[src/rtl/hazard_control_unit_pkg.sv]
// Shared decode helpers, mux-select encodings and FSM state type for the
// execute-stage hazard controller.
package hazard_control_unit_pkg;

    localparam logic [6:0] OP_RTYPE  = 7'b0110011;
    localparam logic [6:0] OP_IMM    = 7'b0010011;
    localparam logic [6:0] OP_LOAD   = 7'b0000011;
    localparam logic [6:0] OP_LUI    = 7'b0110111;
    localparam logic [6:0] OP_AUIPC  = 7'b0010111;
    localparam logic [6:0] OP_JAL    = 7'b1101111;
    localparam logic [6:0] OP_JALR   = 7'b1100111;
    localparam logic [6:0] OP_STORE  = 7'b0100011;
    localparam logic [6:0] OP_BRANCH = 7'b1100011;

    localparam logic [1:0] SEL_REG  = 2'd0;
    localparam logic [1:0] SEL_Z5   = 2'd1;
    localparam logic [1:0] SEL_Z4   = 2'd2;
    localparam logic [1:0] SEL_HOLD = 2'd3;

    localparam logic [1:0] IR4_PASS = 2'd0;
    localparam logic [1:0] IR4_NOP  = 2'd1;
    localparam logic [1:0] IR4_HOLD = 2'd2;

    typedef enum logic [1:0] {
        ST_RUN   = 2'd0,
        ST_STALL = 2'd1,
        ST_FLUSH = 2'd2
    } state_t;

    function automatic logic writes_reg(input logic [6:0] op, input logic [4:0] rd);
        logic w;
        case (op)
            OP_RTYPE, OP_IMM, OP_LOAD, OP_LUI, OP_AUIPC, OP_JAL, OP_JALR: w = 1'b1;
            default:                                                      w = 1'b0;
        endcase
        return w && (rd != 5'd0);
    endfunction

    function automatic logic uses_rs1(input logic [6:0] op);
        logic u;
        case (op)
            OP_RTYPE, OP_IMM, OP_LOAD, OP_JALR, OP_STORE, OP_BRANCH: u = 1'b1;
            default:                                                  u = 1'b0;
        endcase
        return u;
    endfunction

    function automatic logic uses_rs2(input logic [6:0] op);
        logic u;
        case (op)
            OP_RTYPE, OP_STORE, OP_BRANCH: u = 1'b1;
            default:                       u = 1'b0;
        endcase
        return u;
    endfunction

    function automatic logic is_load(input logic [6:0] op);
        return op == OP_LOAD;
    endfunction

endpackage

[src/rtl/hazard_control_unit_if.sv]
// Bundle between the pipeline datapath (master) and the hazard controller (slave).
interface hazard_control_unit_if #(
    parameter int CNT_W = 16
);
    logic [31:0]      ir3_output;
    logic [31:0]      ir4_output;
    logic [31:0]      ir5_output;
    logic             branch_control_output;
    logic             mem_wait;
    logic [1:0]       select_operand1;
    logic [1:0]       select_operand2;
    logic [1:0]       select_md4;
    logic [1:0]       select_ir4;
    logic             select_pc4z4;
    logic             stall_front;
    logic             flush_front;
    logic             hold_mem;
    logic [CNT_W-1:0] stall_count;
    logic [CNT_W-1:0] flush_count;

    modport master (
        output ir3_output, ir4_output, ir5_output, branch_control_output, mem_wait,
        input  select_operand1, select_operand2, select_md4, select_ir4, select_pc4z4,
        input  stall_front, flush_front, hold_mem, stall_count, flush_count
    );

    modport slave (
        input  ir3_output, ir4_output, ir5_output, branch_control_output, mem_wait,
        output select_operand1, select_operand2, select_md4, select_ir4, select_pc4z4,
        output stall_front, flush_front, hold_mem, stall_count, flush_count
    );
endinterface

[src/rtl/hazard_fwd_match.sv]
// Forward-source selection for one source register against IR4/IR5.
// IR4 wins over IR5; a load in IR4 cannot forward yet and raises load_match.
module hazard_fwd_match
    import hazard_control_unit_pkg::*;
(
    input  logic [4:0] rs,
    input  logic [6:0] op4,
    input  logic [4:0] rd4,
    input  logic [6:0] op5,
    input  logic [4:0] rd5,
    output logic [1:0] sel,
    output logic       load_match
);
    logic hit4;
    logic hit5;

    assign hit4 = writes_reg(op4, rd4) && (rd4 == rs);
    assign hit5 = writes_reg(op5, rd5) && (rd5 == rs);

    always_comb begin
        sel = SEL_REG;
        if (hit4 && !is_load(op4)) begin
            sel = SEL_Z4;
        end else if (hit5) begin
            sel = SEL_Z5;
        end
    end

    assign load_match = hit4 && is_load(op4);

endmodule

[src/rtl/hazard_control_unit.sv]
// Execute-stage pipeline controller: operand/store-data forwarding, load-use
// stalls, taken-branch flushes and memory-wait holds, with event counters.
module hazard_control_unit
    import hazard_control_unit_pkg::*;
#(
    parameter int FLUSH_CYCLES = 2,
    parameter int CNT_W        = 16
) (
    input logic              clk,
    input logic              reset,
    hazard_control_unit_if.slave bus
);
    logic [6:0] op3;
    logic [6:0] op4;
    logic [6:0] op5;
    logic [4:0] rs1_3;
    logic [4:0] rs2_3;
    logic [4:0] rd4;
    logic [4:0] rd5;

    assign op3   = bus.ir3_output[6:0];
    assign rs1_3 = bus.ir3_output[19:15];
    assign rs2_3 = bus.ir3_output[24:20];
    assign op4   = bus.ir4_output[6:0];
    assign rd4   = bus.ir4_output[11:7];
    assign op5   = bus.ir5_output[6:0];
    assign rd5   = bus.ir5_output[11:7];

    // Lanes: 0 = operand1 (rs1), 1 = operand2 (rs2), 2 = store data (rs2)
    logic [4:0] rs_idx   [3];
    logic [1:0] fwd_sel  [3];
    logic       ld_match [3];

    assign rs_idx[0] = rs1_3;
    assign rs_idx[1] = rs2_3;
    assign rs_idx[2] = rs2_3;

    genvar gi;
    generate
        for (gi = 0; gi < 3; gi++) begin : g_fwd
            hazard_fwd_match u_match (
                .rs         (rs_idx[gi]),
                .op4        (op4),
                .rd4        (rd4),
                .op5        (op5),
                .rd5        (rd5),
                .sel        (fwd_sel[gi]),
                .load_match (ld_match[gi])
            );
        end
    endgenerate

    logic unused_fields;
    assign unused_fields = ^{bus.ir3_output[14:7], bus.ir3_output[31:25],
                             bus.ir4_output[31:12], bus.ir5_output[31:12], ld_match[2]};

    state_t           state_reg;
    logic [2:0]       fcnt_reg;
    logic [CNT_W-1:0] stall_count_reg;
    logic [CNT_W-1:0] flush_count_reg;

    logic load_use;
    assign load_use = (state_reg == ST_RUN) &&
                      ((uses_rs1(op3) && ld_match[0]) || (uses_rs2(op3) && ld_match[1]));

    logic [1:0] sel_op1;
    logic [1:0] sel_op2;
    logic [1:0] sel_md4;
    logic [1:0] sel_ir4;
    logic       sel_pc4z4;
    logic       stall_f;
    logic       flush_f;
    logic       hold_m;

    // Priority: reset > mem_wait > flush (taken branch or FLUSH state) > load-use
    always_comb begin
        sel_op1   = uses_rs1(op3) ? fwd_sel[0] : SEL_REG;
        sel_op2   = uses_rs2(op3) ? fwd_sel[1] : SEL_REG;
        sel_md4   = (op3 == OP_STORE) ? fwd_sel[2] : SEL_REG;
        sel_pc4z4 = !((op4 == OP_JAL) || (op4 == OP_JALR));
        sel_ir4   = IR4_PASS;
        stall_f   = 1'b0;
        flush_f   = 1'b0;
        hold_m    = 1'b0;
        if (reset) begin
            sel_op1   = SEL_REG;
            sel_op2   = SEL_REG;
            sel_md4   = SEL_REG;
            sel_pc4z4 = 1'b0;
            sel_ir4   = IR4_NOP;
            flush_f   = 1'b1;
        end else if (bus.mem_wait) begin
            hold_m  = 1'b1;
            stall_f = 1'b1;
            sel_ir4 = IR4_HOLD;
            sel_md4 = SEL_HOLD;
        end else if ((state_reg == ST_FLUSH) || bus.branch_control_output) begin
            sel_ir4 = IR4_NOP;
            flush_f = 1'b1;
        end else if (load_use) begin
            sel_ir4 = IR4_NOP;
            stall_f = 1'b1;
        end
    end

    always_ff @(posedge clk or posedge reset) begin
        if (reset) begin
            state_reg       <= ST_RUN;
            fcnt_reg        <= 3'd0;
            stall_count_reg <= '0;
            flush_count_reg <= '0;
        end else if (!bus.mem_wait) begin
            case (state_reg)
                ST_RUN, ST_STALL: begin
                    // A taken branch overrides a load-use pair: the consumer is wrong-path.
                    if (bus.branch_control_output) begin
                        if (flush_count_reg != '1) begin
                            flush_count_reg <= flush_count_reg + CNT_W'(1);
                        end
                        if (FLUSH_CYCLES > 1) begin
                            state_reg <= ST_FLUSH;
                            fcnt_reg  <= 3'(FLUSH_CYCLES - 1);
                        end else begin
                            state_reg <= ST_RUN;
                        end
                    end else if (load_use) begin
                        if (stall_count_reg != '1) begin
                            stall_count_reg <= stall_count_reg + CNT_W'(1);
                        end
                        state_reg <= ST_STALL;
                    end else begin
                        state_reg <= ST_RUN;
                    end
                end
                ST_FLUSH: begin
                    fcnt_reg <= fcnt_reg - 3'd1;
                    if (fcnt_reg <= 3'd1) begin
                        state_reg <= ST_RUN;
                    end
                end
                default: begin
                    state_reg <= ST_RUN;
                    fcnt_reg  <= 3'd0;
                end
            endcase
        end
    end

    assign bus.select_operand1 = sel_op1;
    assign bus.select_operand2 = sel_op2;
    assign bus.select_md4      = sel_md4;
    assign bus.select_ir4      = sel_ir4;
    assign bus.select_pc4z4    = sel_pc4z4;
    assign bus.stall_front     = stall_f;
    assign bus.flush_front     = flush_f;
    assign bus.hold_mem        = hold_m;
    assign bus.stall_count     = stall_count_reg;
    assign bus.flush_count     = flush_count_reg;

endmodule

[src/flat_wrapper.sv]
// flat-port wrapper written by rule: the top's interface ports become plain ports
module hazard_control_unit_flat import hazard_control_unit_pkg::*;
#(
    parameter int FLUSH_CYCLES = 2,
    parameter int CNT_W        = 16
)
  (clk, reset, bus_ir3_output, bus_ir4_output, bus_ir5_output, bus_branch_control_output, bus_mem_wait, bus_select_operand1, bus_select_operand2, bus_select_md4, bus_select_ir4, bus_select_pc4z4, bus_stall_front, bus_flush_front, bus_hold_mem, bus_stall_count, bus_flush_count);
  hazard_control_unit_if #(.CNT_W(CNT_W)) bus_i ();
  input logic clk;
  input logic reset;
  input wire logic [$bits(bus_i.ir3_output)-1:0] bus_ir3_output;
  input wire logic [$bits(bus_i.ir4_output)-1:0] bus_ir4_output;
  input wire logic [$bits(bus_i.ir5_output)-1:0] bus_ir5_output;
  input wire logic [$bits(bus_i.branch_control_output)-1:0] bus_branch_control_output;
  input wire logic [$bits(bus_i.mem_wait)-1:0] bus_mem_wait;
  output wire logic [$bits(bus_i.select_operand1)-1:0] bus_select_operand1;
  output wire logic [$bits(bus_i.select_operand2)-1:0] bus_select_operand2;
  output wire logic [$bits(bus_i.select_md4)-1:0] bus_select_md4;
  output wire logic [$bits(bus_i.select_ir4)-1:0] bus_select_ir4;
  output wire logic [$bits(bus_i.select_pc4z4)-1:0] bus_select_pc4z4;
  output wire logic [$bits(bus_i.stall_front)-1:0] bus_stall_front;
  output wire logic [$bits(bus_i.flush_front)-1:0] bus_flush_front;
  output wire logic [$bits(bus_i.hold_mem)-1:0] bus_hold_mem;
  output wire logic [$bits(bus_i.stall_count)-1:0] bus_stall_count;
  output wire logic [$bits(bus_i.flush_count)-1:0] bus_flush_count;
  assign bus_i.ir3_output = bus_ir3_output;
  assign bus_i.ir4_output = bus_ir4_output;
  assign bus_i.ir5_output = bus_ir5_output;
  assign bus_i.branch_control_output = bus_branch_control_output;
  assign bus_i.mem_wait = bus_mem_wait;
  assign bus_select_operand1 = bus_i.select_operand1;
  assign bus_select_operand2 = bus_i.select_operand2;
  assign bus_select_md4 = bus_i.select_md4;
  assign bus_select_ir4 = bus_i.select_ir4;
  assign bus_select_pc4z4 = bus_i.select_pc4z4;
  assign bus_stall_front = bus_i.stall_front;
  assign bus_flush_front = bus_i.flush_front;
  assign bus_hold_mem = bus_i.hold_mem;
  assign bus_stall_count = bus_i.stall_count;
  assign bus_flush_count = bus_i.flush_count;
  hazard_control_unit #(.FLUSH_CYCLES(FLUSH_CYCLES), .CNT_W(CNT_W)) u_core (.clk(clk), .reset(reset), .bus(bus_i));
endmodule
[config.mk]
export PLATFORM = sky130hd
export DESIGN_NAME = hazard_control_unit_flat
export DESIGN_NICKNAME = d
export VERILOG_FILES = /design/src/rtl/hazard_control_unit_pkg.sv /design/src/rtl/hazard_control_unit_if.sv /design/src/rtl/hazard_fwd_match.sv /design/src/rtl/hazard_control_unit.sv /design/src/flat_wrapper.sv
export SDC_FILE = /design/constraint.sdc
export NUM_CORES = 1
export LEC_CHECK = 0
export CELL_PAD_IN_SITES_DETAIL_PLACEMENT = 1
export CELL_PAD_IN_SITES_GLOBAL_PLACEMENT = 1
export CORE_ASPECT_RATIO = 1.1
export CORE_MARGIN = 1
export CORE_UTILIZATION = 27
export DETAILED_ROUTE_END_ITERATION = 7
export PLACE_DENSITY = 0.81
export SYNTH_ARGS = -nofsm -noshare
export SYNTH_HDL_FRONTEND = slang
export SYNTH_SLANG_ARGS = --single-unit
[constraint.sdc]
create_clock -name clk -period 2 [get_ports clk]
set_input_delay 0.2 -clock clk [delete_from_list [all_inputs] [get_ports clk]]
set_output_delay 0.2 -clock clk [all_outputs]
set_load 0.01 [all_outputs]
* Yosys cells after proc, flatten, opt, wreduce, memory -nomap -nowiden
Cells that the tools add are included.
** Cells by class
- $add $sub $neg :: 3
- Magnitude comparators :: 1
- Equality and inequality tests :: 30
- Mux-type cells :: 34
- Bitwise operators :: 2
- Reductions and logical operators :: 30
** Operators with widths (number)
- $eq A7 B6 Y1 const B :: 6
- $eq A7 B7 Y1 const B :: 6
- $eq A7 B5 Y1 const B :: 5
- $add A16 B1 Y16 const B :: 2
- $ne A16 B16 Y1 const B :: 2
- $mux W2 :: 14
- $eq A7 B2 Y1 const B :: 3
- $eq A5 B5 Y1 :: 4
- $mux W1 :: 17
- $reduce_or A7 Y1 :: 2
- $logic_and A1 B1 Y1 :: 13
- $reduce_bool A5 Y1 :: 2
- $pmux W3 S2 :: 1
- $reduce_or A6 Y1 :: 1
- $reduce_and A5 Y1 :: 1
- $ne A2 B2 Y1 const B :: 2
- $pmux W2 S2 :: 1
- $reduce_and A2 Y1 :: 2
- $reduce_and A4 Y1 :: 1
- $le A3 B1 Y1 const B :: 1
- $logic_or A1 B1 Y1 :: 3
- $mux W3 :: 1
- $reduce_or A3 Y1 :: 1
- $sub A3 B1 Y3 const B :: 1
- other kinds (6) :: 8
** Storage, ports and cells
- Bits in registers :: 37
- Input bits :: 100
- Output and inout bits :: 44
- Word-level logic and storage cells :: 104

* Longest topological paths before layout
Gate-level depths: netlist of the first run.
- Word-level depth :: 13
- Depth in mapped cells :: 7
- Mapped depth without buffers :: 6

* Modules after synthesis
From an unflattened synthesis of the first run, not the netlist that was laid out.
** Second synthesis, totals
- Cell total of the unflattened synthesis :: 285
- Area total of the unflattened synthesis :: 2660.1 um2
** Modules (own cells, without submodules)
- hazard_control_unit :: times used 1, cells an instance 188, area an instance 1953.1 um2
- hazard_fwd_match (u_core.g_fwd[1].u_match ...) :: times used 2, cells an instance 32, area an instance 246.5 um2
- hazard_fwd_match (u_core.g_fwd[0].u_match) :: times used 1, cells an instance 33, area an instance 214.0 um2

* Worst setup path before layout of the first run
Ideal clock, no wire load.
- Path kind :: input to output
- Start :: in reset
- End :: out bus_select_ir4[0]
- Arrival :: 1.739 ns
- Setup slack :: 0.061 ns
- Cell stages on the path :: 3
- Buffers on the path :: 0
- Cell sequence :: inv_1 o21ai_0 o21bai_1
** On the way
- Longest elaborated chain between the ends :: 1
** Ends and longest elaborated chain
- from (decl) :: RTL line flat_wrapper.sv:10 : input logic reset;
- $mux W2 :: RTL line hazard_control_unit.sv:85 : if (reset) begin
- to (decl) :: RTL line flat_wrapper.sv:19 : output wire logic [$bits(bus_i.select_ir4)-1:0] bus_select_ir4;
Every way passes these cells.

* Final worst setup path of the first run
- Start :: in bus_ir4_output[7]
- End :: out bus_select_operand1[1]
** On the way
- Longest elaborated chain between the ends :: 7
** Ends and longest elaborated chain
- from (decl) :: RTL line flat_wrapper.sv:12 : input wire logic [$bits(bus_i.ir4_output)-1:0] bus_ir4_output;
- $reduce_bool A5 Y1 :: RTL line hazard_control_unit_pkg.sv:36 : return w && (rd != 5'd0);
- $logic_and A1 B1 Y1 :: RTL line hazard_control_unit_pkg.sv:36
- $logic_and A1 B1 Y1 (*) :: RTL line hazard_fwd_match.sv:17 : assign hit4 = writes_reg(op4, rd4) && (rd4 == rs);
- $logic_and A1 B1 Y1 (*) :: RTL line hazard_fwd_match.sv:22 : if (hit4 && !is_load(op4)) begin
- $mux W2 (*) :: RTL line hazard_fwd_match.sv:22
- $mux W2 (*) :: RTL line hazard_control_unit.sv:77 : sel_op1 = uses_rs1(op3) ? fwd_sel[0] : SEL_REG;
- $mux W2 (*) :: RTL line hazard_control_unit.sv:85
- to (decl) :: RTL line flat_wrapper.sv:16 : output wire logic [$bits(bus_i.select_operand1)-1:0] bus_select_operand1;
Every way passes the cells marked *; elsewhere a longest branch is shown, timed or not.

==> results of run 1 <==
==> metrics by stage <==
| step | std cells | instance area (um2) | worst slack, ps |
|---|---|---|---|
| 2_1_floorplan | 249 | 2400 | 61.3 |
| 3_3_place_gp | 484 | 3700 | -552 |
| 3_5_place_dp | 484 | 3700 | -611 |
| 4_1_cts | 496 | 3890 | -34.0 |
| 5_1_grt | 497 | 3950 | -29.4 |
| 6_report | 497 | 3950 | 19.3 |
==> final timing paths <==
kind,startpoint,slack [ps],end,depth (start not counted)
worst min-delay path,u_core.bus.flush_count[13],490,u_core.bus.flush_count[13],1
worst min register to register,u_core.bus.flush_count[13],490,u_core.bus.flush_count[13],1
worst max-delay path,bus_ir4_output[7],20,bus_select_operand1[1],7
min in group asynchronous,reset,590,u_core.fcnt_reg[1],4
max in group asynchronous,reset,1060,u_core.bus.flush_count[15],4
worst max register to register,u_core.state_reg[0],140,u_core.bus.stall_count[9],7
==> kinds of logic (layout without fill, tap and decap cells) <==
family,Yosys count,count (layout),synth area share [%]
compound gates,29,29,8.92
xor+xnor,47,47,17.2
fa+ha+maj,4,4,2.09
buf+inv,13,150,2.76
flops,37,37,38.6
mux,2,2,0.939
simple gates,117,117,29.5
==> Yosys cell counts, drive strengths merged (2+ instances only) <==
cell type,number,share of area [%]
xnor2,42,15
dfrtp,37,39
nand3,19,4.0
nand4,19,5.2
nand2,14,2.3
a21oi,11,2.3
and3,11,2.9
nor2,11,1.7
nor3,8,1.9
o21ai,8,1.7
inv,6,0.94
buf,5,1.5
xor2,5,1.8
and4,4,1.5
ha,4,2.1
nand4b,4,1.5
nor4,4,1.3
or4,4,1.4
nor2b,3,0.78
and2,2,0.52
and3b,2,0.73
and4b,2,0.83
clkbuf,2,0.31
mux2,2,0.94
nand2b,2,0.52
nor3b,2,0.83
o2111ai,2,1.5
o21bai,2,0.63
o32ai,2,1.5
or2,2,0.52
or3,2,0.52
==> per-layer routing <==
metal	GRT usage [%]	vias to the layer above
met3	3.92	11
met5	0	-
met2	34.0	88
met4	4.69	0
met1	19.5	1163
li1	-	1176
==> power groups by stage <==
stage | registers [uW] | logic [uW] | clock network [uW]
floorplan | 962 | 309 | 0
global placement | 941 | 717 | 0
detailed placement | 950 | 755 | 0
CTS | 937 | 764 | 668
global route | 954 | 836 | 698
finish | 939 | 758 | 641
==> critical path, cell delays in order <==
cell	delay [ps]
clkdlybuf4s15_1	260
or4_4	560
o21ai_4	180
buf_4	130
nor4b_2	40
and2_1	130
dlygate4sd2_1	280
==> layout make-up <==
cell class	instances	area share, %
Multi-Input combinational cell	199	39.2
Tap cell	111	3.51
Inverter	6	0.570
Timing Repair Buffer	136	30.5
Sequential cell	37	23.4
Clock buffer	6	1.84
Clock inverter	2	0.982
==> repair_timing <==
item / in CTS / in global routing
pin swaps: 11 / 18
setup buffers: 4 / 1
setup endpoints to repair: 10 / 10
resized for setup: 63 / 26
==> key figures, run 1 <==
Status
  – Outcome: finished, final reports clean

Global routing
  – First-pass GRT wire length: around 13000 um
  – Vias in the first global route: 2602
  – Initial antenna violation count: 0
  – Pin count of the biggest net entering global routing: 38
  – GR Util All Layers: 17.7%
  – Total grt overflow: 0

Floorplan
  – Die Y-Extent: ~100 um
  – Die ar.: 9270 um2
  – Rows: 35
  – Initial Util: between 20% and 30%
  – Die Width: just over 90 um
  – I/O pins: 144
  – Core ar.: 8500 um2

CTS
  – Clk_lat worst skew: slightly below 300 ps
  – H-tree levels: 2
  – CTS tree: yes
  – Max Buffers Root-to-Sink: 2
  – Clock Pin Slew Worst Setup and Hold Paths: 80 ps
  – Root Buffer: clkbuf_8
  – Total CTS buffers: 5
  – Clock sinks: 37
  – CTS Hold Bufs: 0

Route
  – Iter 0 DRT Violations: 100
  – Routed WL: 8170 um
  – DRC: 0
  – Vias: 2438
  – DRT met1 WL: between 3000 and 4000 um
  – Vias/cell: roughly 4.9
  – Antenna-violating nets left: 0
  – Routed length on met3: 473 um
  – Drt pass-1 iters: 4
  – Met2 wire len: around 4300 um
  – Wire length per cell: about 16 um
  – Top layer in use: met4

Pwr
  – P_int: between 1500 and 2000 uW
  – Clk network pwr share: between 20% and 30%
  – Switching share of power: slightly above 30%
  – Flop pwr share: roughly two fifths
  – LEAKAGE: about 0.0017 uW
  – Pwr Density: approximately 590 nW/um2
  – Combinational power share: 32.4%
  – VDD IR max: ~0.44 mV
  – Psw: about 700 uW
  – PnR Total Power: 2340 uW

Placement
  – Routability cong.: 0.852
  – HPWL after DPL: 6270 um
  – PortBufs: just under 90

Timing
  – Fin crit share: just under 100%
  – Slew margin rel.: around 67%
  – Slew Viols, Final: 0
  – Minimum clock period: between 1500 and 2000 ps
  – Tightest Pin Transition: roughly 500 ps
  – Final setup fails: 0
  – Fmax: between 0.5 and 0.6 GHz
  – Hold Fails Final Rpt: 0
  – Fin Hold WS: slightly below 500 ps
  – Setup Skew: roughly 10 ps
  – RSZ-0062 raised after global routing: true
  – Final setup TNS: 0 ps

Final layout
  – Share of layout cells above drive strength 1: between 20% and 30%
  – Layout area overhead: 64.7%
  – Final #Nets: 489
  – N_diodes: 0
  – Final core utilization: 46.5%
  – Most frequent cells in the layout: clkdlybuf4s50_1, buf_4, dfrtp_1, xnor2_1, nand3_1
  – Sequential cell area: about 930 um2
  – Fillers: about 980
  – Multi-input combinational cell area: roughly 1500 um2
  – Most common cell after layout, fill and taps aside: clkdlybuf4s50_1

Logic synthesis
  – Post-synth EDFFs: 0
  – Syn. warnings: 0
  – Synthesized instance count: about 250
  – Library cells used by synthesis: 49
  – FFs w/ async S/R, synth: 100%
  – Syn avg cell area: approximately 9.6 um2
  – Sequential element share of the synthesized area: about two fifths
  – Syn Nets: ~350
  – Mapped Area: ~2400 um2
  – Synthesis-stage register bit count: 37
  – Primary FF master, synth: dfrtp_1

Setup path
  – CP Class: in -> out
  – Critical Path RT: between 1500 and 2000 ps
  – Critical-path maximum fanout: 3
  – CP Capture Type: output pin
  – Crit path DAT: 1780 ps
  – Critical Path Source Type: input pin

Min path
  – Worst hold-check path type: reg -> reg

Run
  – Max-Cap Viols: 0
No activity file was read; power rests on OpenSTA's default activity.
==> run 2: changes to the inputs <==
--- a/config.mk
+++ b/config.mk
@@ -11,6 +11,7 @@
 export CORE_MARGIN = 1
 export CORE_UTILIZATION = 27
 export DETAILED_ROUTE_END_ITERATION = 7
+export MAX_ROUTING_LAYER = met4
 export PLACE_DENSITY = 0.81
 export SYNTH_ARGS = -nofsm -noshare
 export SYNTH_HDL_FRONTEND = slang
==> run 2 against run 1 <==
  * Highest routed layer unchanged
  * Count of clock-buffer cells in the layout is the same
  * Total power is essentially flat
  * Cell area is the same
  * Global-route usage grew 0.50 points
  * Register-to-register slack is essentially flat
  * Clock skew grew 0.73 ps
  * First-iteration DRC count grew 16%
  * Sequential power is essentially flat
==> key figures, run 2 (same netlist as run 1, synthesis figures left out) <==
Pwr
  – VDD IR max: 0.435 mV
  – P_int: around 1600 uW
  – Combinational power share: 32.5%
  – Pwr Density: ~590 nW/um2
  – LEAKAGE: between 0.0015 and 0.002 uW
  – Flop pwr share: approximately 40%
  – Switching share of power: a little under a third
  – Clk network pwr share: between 20% and 30%
  – Psw: around 720 uW

CTS
  – Max Buffers Root-to-Sink: 2
  – Clk_lat worst skew: 290 ps
  – CTS tree: yes
  – Clock Pin Slew Worst Setup and Hold Paths: ~80 ps
  – Root Buffer: clkbuf_8
  – Clock sinks: 37
  – Total CTS buffers: 5
  – CTS Hold Bufs: 0
  – H-tree levels: 2

Global routing
  – Pin count of the biggest net entering global routing: 38
  – Total grt overflow: 0
  – Initial antenna violation count: 0
  – GR Util All Layers: between 10% and 20%
  – First-pass GRT wire length: ~13000 um
  – Vias in the first global route: around 2600

Placement
  – PortBufs: slightly below 90
  – Placed cell areas: between 3000 and 4000 um2
  – Routability cong.: around 0.87
  – HPWL after DPL: between 6000 and 7000 um

Final layout
  – Fillers: 979
  – Design area: 3950 um2
  – Final #Nets: between 400 and 500
  – Share of layout cells above drive strength 1: roughly 25%
  – Most frequent cells in the layout: clkdlybuf4s50_1, buf_4, dfrtp_1, xnor2_1, nand3_1
  – Layout area overhead: 64.7%
  – Most common cell after layout, fill and taps aside: clkdlybuf4s50_1
  – N_diodes: 0

Floorplan
  – Die Width: just over 90 um
  – Rows: 35
  – Initial Util: 28.2%
  – Core ar.: about 8500 um2
  – Die ar.: slightly above 9000 um2
  – I/O pins: around 140
  – Die Y-Extent: about 100 um

Route
  – Wire length per cell: 16.4 um
  – Vias: roughly 2400
  – Drt pass-1 iters: 4
  – Antenna-violating nets left: 0
  – Iter 0 DRT Violations: ~120
  – Routed WL: 8140 um
  – DRC: 0
  – Vias/cell: between 4 and 5

Setup path
  – CP Class: in -> out
  – FF-to-FF setup slack: 140 ps
  – Critical Path Source Type: input pin
  – CP Capture Type: output pin
  – Crit path from: bus_ir4_output[7]
  – Reg2reg path depth: 7
  – Critical-path maximum fanout: 3
  – Critical Path RT: roughly 1800 ps
  – Crit path DAT: 1780 ps
  – RR Endpoint: u_core.bus.stall_count[9]
  – Worst reg2reg path startpoint: u_core.state_reg[0]

Status
  – Outcome: finished, final reports clean

Timing
  – Fmax: 0.505 GHz
  – Setup Skew: about 11 ps
  – Fin Hold WS: around 490 ps
  – RSZ-0062 raised after global routing: true
  – Final setup fails: 0
  – Minimum clock period: 1980 ps
  – Tightest Pin Transition: ~500 ps
  – Slew Viols, Final: 0
  – Fin crit share: 99.0%
  – Slew margin rel.: between 60% and 70%
  – Hold Fails Final Rpt: 0

Min path
  – Worst hold-check path type: reg -> reg
  – Hold depth: 1
  – Hold Path End: u_core.bus.flush_count[13]
  – Hold path startpoint: u_core.bus.flush_count[13]

Run
  – Max-Cap Viols: 0
==> run 2: power by group through the flow <==
| stage | combinational [uW] | sequential [uW] | clock, uW |
|---|---|---|---|
| floorplan | 309 | 962 | 0 |
| global placement | 717 | 941 | 0 |
| detailed placement | 755 | 950 | 0 |
| CTS | 764 | 937 | 668 |
| global route | 835 | 954 | 698 |
| finish | 760 | 938 | 642 |
==> run 2: layout make-up <==
| cell class | instances | area (um2) | share of cell area [%] |
|---|---|---|---|
| tap | 111 | 139 | 3.51 |
| clock buffer | 6 | 72.6 | 1.84 |
| timing repair buffer | 136 | 1200 | 30.5 |
| inverter | 6 | 22.5 | 0.570 |
| sequential | 37 | 926 | 23.4 |
| clock inverter | 2 | 38.8 | 0.982 |
| multi-input combinational | 199 | 1550 | 39.2 |
==> run 2: layer usage <==
layer	track usage, %	share of wire (%)	up-vias	wire, um
li1	-	-	1177	-
met1	19.3	40	1175	3240
met2	34.4	53	85	4340
met3	3.62	5.5	11	447
met4	4.69	1.3	0	107
met5	-	0	-	0
==> run 2: per-stage QoR <==
step / instances / TNS, ps / setup WS (ps) / power, uW / utilization, %
4_1_cts: 496 / -34.0 / -34.0 / 2370 / 45.8
3_3_place_gp: 484 / -6470 / -552 / 1660 / 43.5
5_1_grt: 497 / -33.9 / -29.4 / 2490 / 46.5
2_1_floorplan: 249 / 0 / 61.3 / 1270 / -
6_report: 497 / 0 / 19.7 / 2340 / 46.5
3_5_place_dp: 484 / -7060 / -611 / 1710 / 43.5
==> run 2: worst max-delay path by stage <==
stage / slack (ps) / endpoint / depth (start not counted)
6_report: 20 / bus_select_operand1[1] / 7
5_1_grt: -30 / bus_select_operand1[1] / 7
4_1_cts: -30 / bus_select_md4[0] / 7
3_5_place_dp: -610 / bus_select_md4[1] / 6
3_3_place_gp: -550 / bus_select_operand2[0] / 6
2_1_floorplan: 60 / bus_select_ir4[0] / 3
==> run 2: timing repair <==
action / CTS / global route
resized for setup: 63 / 26
pin swaps: 11 / 18
endpoints found under the setup margin: 10 / 10
buffers inserted: 4 / 1
==> run 2: worst max-delay path: stages <==
cell and delay [ps]:
clkdlybuf4s15_1 260, or4_4 560, o21ai_4 180, buf_4 130, nor4b_2 40, and2_1 130, dlygate4sd2_1 280
==> run 3: changes to the inputs <==
--- a/config.mk
+++ b/config.mk
@@ -9,10 +9,10 @@
 export CELL_PAD_IN_SITES_GLOBAL_PLACEMENT = 1
 export CORE_ASPECT_RATIO = 1.1
 export CORE_MARGIN = 1
-export CORE_UTILIZATION = 27
+export CORE_UTILIZATION = 24
 export DETAILED_ROUTE_END_ITERATION = 7
 export MAX_ROUTING_LAYER = met4
-export PLACE_DENSITY = 0.81
+export PLACE_DENSITY = 0.76
 export SYNTH_ARGS = -nofsm -noshare
 export SYNTH_HDL_FRONTEND = slang
 export SYNTH_SLANG_ARGS = --single-unit
==> constraint.sdc (replaced) <==
create_clock -name clk -period 1.7 [get_ports clk]
set_input_delay 0.17 -clock clk [delete_from_list [all_inputs] [get_ports clk]]
set_output_delay 0.17 -clock clk [all_outputs]
set_load 0.01 [all_outputs]
==> run 3 against run 2 <==
  * The flow now finishes with violations (setup timing)
  * Clock skew shrank 1.1 ps
  * Global-route usage barely moved
  * Routed wire length is 13% higher
  * Cell area rose by 12%
  * Die area is 12% higher
  * Combinational power grew 53%
  * Cell count increased by 9.3%
==> key figures, run 3 (same netlist as run 1, synthesis figures left out) <==
Pwr
  – Pwr Density: 642 nW/um2
  – VDD IR max: around 0.77 mV
  – LEAKAGE: between 0.0015 and 0.002 uW

CTS
  – H-tree levels: 2
  – Clock sinks: 37
  – Clock Pin Slew Worst Setup and Hold Paths: roughly 70 ps
  – Root Buffer: clkbuf_8
  – CTS tree: yes
  – Clk_lat worst skew: ~300 ps
  – Max Buffers Root-to-Sink: 2
  – Total CTS buffers: 5

Timing
  – Slew margin rel.: about 74%
  – Minimum clock period: approximately 1900 ps
  – Fmax: between 0.5 and 0.6 GHz
  – Final setup fails: 15
  – Hold Fails Final Rpt: 0
  – Slew Viols, Final: 0
  – Setup ws final: -195 ps
  – Fin crit share: 111%
  – Tightest Pin Transition: 388 ps
  – RSZ-0062 raised after global routing: true
  – Setup Skew: about 10 ps

Floorplan
  – Core ar.: around 9500 um2
  – Rows: 37
  – Die Y-Extent: approximately 110 um
  – I/O pins: ~140
  – Initial Util: between 20% and 30%
  – Die Width: between 90 and 100 um
  – Die ar.: 10400 um2

Setup path
  – CP most frequent cell: buf_6
  – Critical-path maximum fanout: 2
  – CP Class: reg -> out
  – Critical Path Source Type: register
  – Worst reg2reg path startpoint: u_core.state_reg[0]
  – Worst path depth: 7
  – Crit path from: u_core.state_reg[0]
  – CP cell instances: buf_6, nor4_4, o2111ai_4, nand2b_4, buf_6, o21ai_2, buf_2
  – Reg2reg path depth: 8
  – CP Capture Type: output pin
  – Critical Path RT: 1530 ps
  – FF-to-FF setup slack: -130 ps
  – Critical Path Max Stage Delay: between 300 and 400 ps
  – RR Endpoint: u_core.bus.stall_count[12]
  – Crit path buf inv count: 3
  – CP max stage cell: dfrtp_1
  – Crit path DAT: approximately 1700 ps
  – Cell family with most CP delay: flip-flops
  – Worst setup endpoint: bus_stall_front

Route
  – Wire length per cell: ~17 um
  – Iter 0 DRT Violations: between 40 and 50
  – Antenna-violating nets left: 0
  – Vias: 2669
  – Routed WL: roughly 9200 um
  – Vias/cell: slightly below 5
  – Drt pass-1 iters: 4
  – DRC: 0

Global routing
  – Vias in the first global route: 2914
  – Pin count of the biggest net entering global routing: 20
  – GR Util All Layers: a little under a fifth
  – Total grt overflow: 0
  – Initial antenna violation count: 0
  – First-pass GRT wire length: between 10000 and 15000 um

Final layout
  – N_diodes: 0
  – Share of layout cells above drive strength 1: a little over two fifths
  – Layout area overhead: 84.4%
  – Fillers: roughly 1100
  – Fin cells: ~540
  – Most common cell after layout, fill and taps aside: buf_4
  – Most frequent cells in the layout: buf_4, clkdlybuf4s50_1, dfrtp_1, xnor2_1, dlygate4sd2_1
  – Final #Nets: roughly 530
  – Sequential cell area: just over 900 um2
  – Multi-input combinational cell area: approximately 1800 um2

Placement
  – Dpl ws: -815 ps
  – Dpl cells: ~520
  – HPWL after DPL: between 6000 and 7000 um
  – Routability cong.: about 0.85
  – PortBufs: 88

Min path
  – Worst hold-check path type: reg -> reg
  – Hold path startpoint: u_core.bus.flush_count[6]

Run
  – Max-Cap Viols: 0

Status
  – Outcome: complete, but fails checks
  – Failing checks: setup timing
-- run 3: cell count changes in the layout (fill, tap and decap cells not counted), sizes merged --
cell / change
clkbuf: +2
clkinv: +1
inv: -1
buf: +55
clkinvlp: +1
dlygate4sd2: +4
bufinv: -1
clkdlybuf4s50: -14
clkdlybuf4s15: +1
dlymetal6s2s: -8
-- run 3: what timing repair did --
action | in CTS | in global routing
buffers inserted | 11 | 5
pin swaps | 52 | 38
cloned | 1 | 0
endpoints found under the setup margin | 29 | 37
hold buffers | 0 | 0
gates resized for setup | 174 | 38
-- run 3: layout make-up --
cell class	instances	area share, %
Clock buffer	6	1.64
Tap cell	117	3.31
Inverter	6	0.594
Timing Repair Buffer	176	33.3
Sequential cell	37	21.0
Multi-Input combinational cell	199	40.0
Clock inverter	2	0.226
-- run 3: how the worst min path moves through the flow --
stage	slack, ps	end	cells past startpoint
3_3_place_gp	480	u_core.bus.flush_count[9]	1
6_report	500	u_core.bus.flush_count[6]	1
3_5_place_dp	500	u_core.bus.flush_count[6]	1
2_1_floorplan	140	u_core.bus.flush_count[0]	1
4_1_cts	480	u_core.state_reg[0]	7
5_1_grt	520	u_core.bus.flush_count[6]	1
-- run 3: metal layers --
layer	GRT usage, %	vias up	part of all wire [%]
met2	32.1	82	51
met4	5.78	0	1.8
met3	3.00	14	4.6
met1	21.4	1309	42
met5	-	-	0
li1	-	1264	-
-- run 3: power by group --
part / switching, uW / total (uW) / internal, uW
clock: 321 / 605 / 284
sequential: 86.9 / 1080 / 988
combinational: 512 / 1160 / 647
total: 920 / 2840 / 1920
-- run 3: worst reg2reg max path, stage by stage, from the launching register on --
cell	delay (ps)
dfrtp_1	390
buf_6	120
nor4_4	200
o2111ai_4	180
buf_6	170
nor3_4	210
buf_6	190
nand4_4	100
xnor2_1	190
-- run 3: through the flow --
stage | setup TNS [ps] | total power [uW] | hold slack, ps | utilization, % | area, um2
3_5_place_dp | -16500 | 2170 | 500 | 41.7 | 3970
3_3_place_gp | -14040 | 2100 | 484 | 41.7 | 3970
2_1_floorplan | 0 | 1520 | 141 | - | 2430
4_1_cts | -2050 | 2810 | 483 | 44.6 | 4250
5_1_grt | -2750 | 3010 | 524 | 46.4 | 4420
6_report | -1340 | 2840 | 503 | 46.4 | 4420
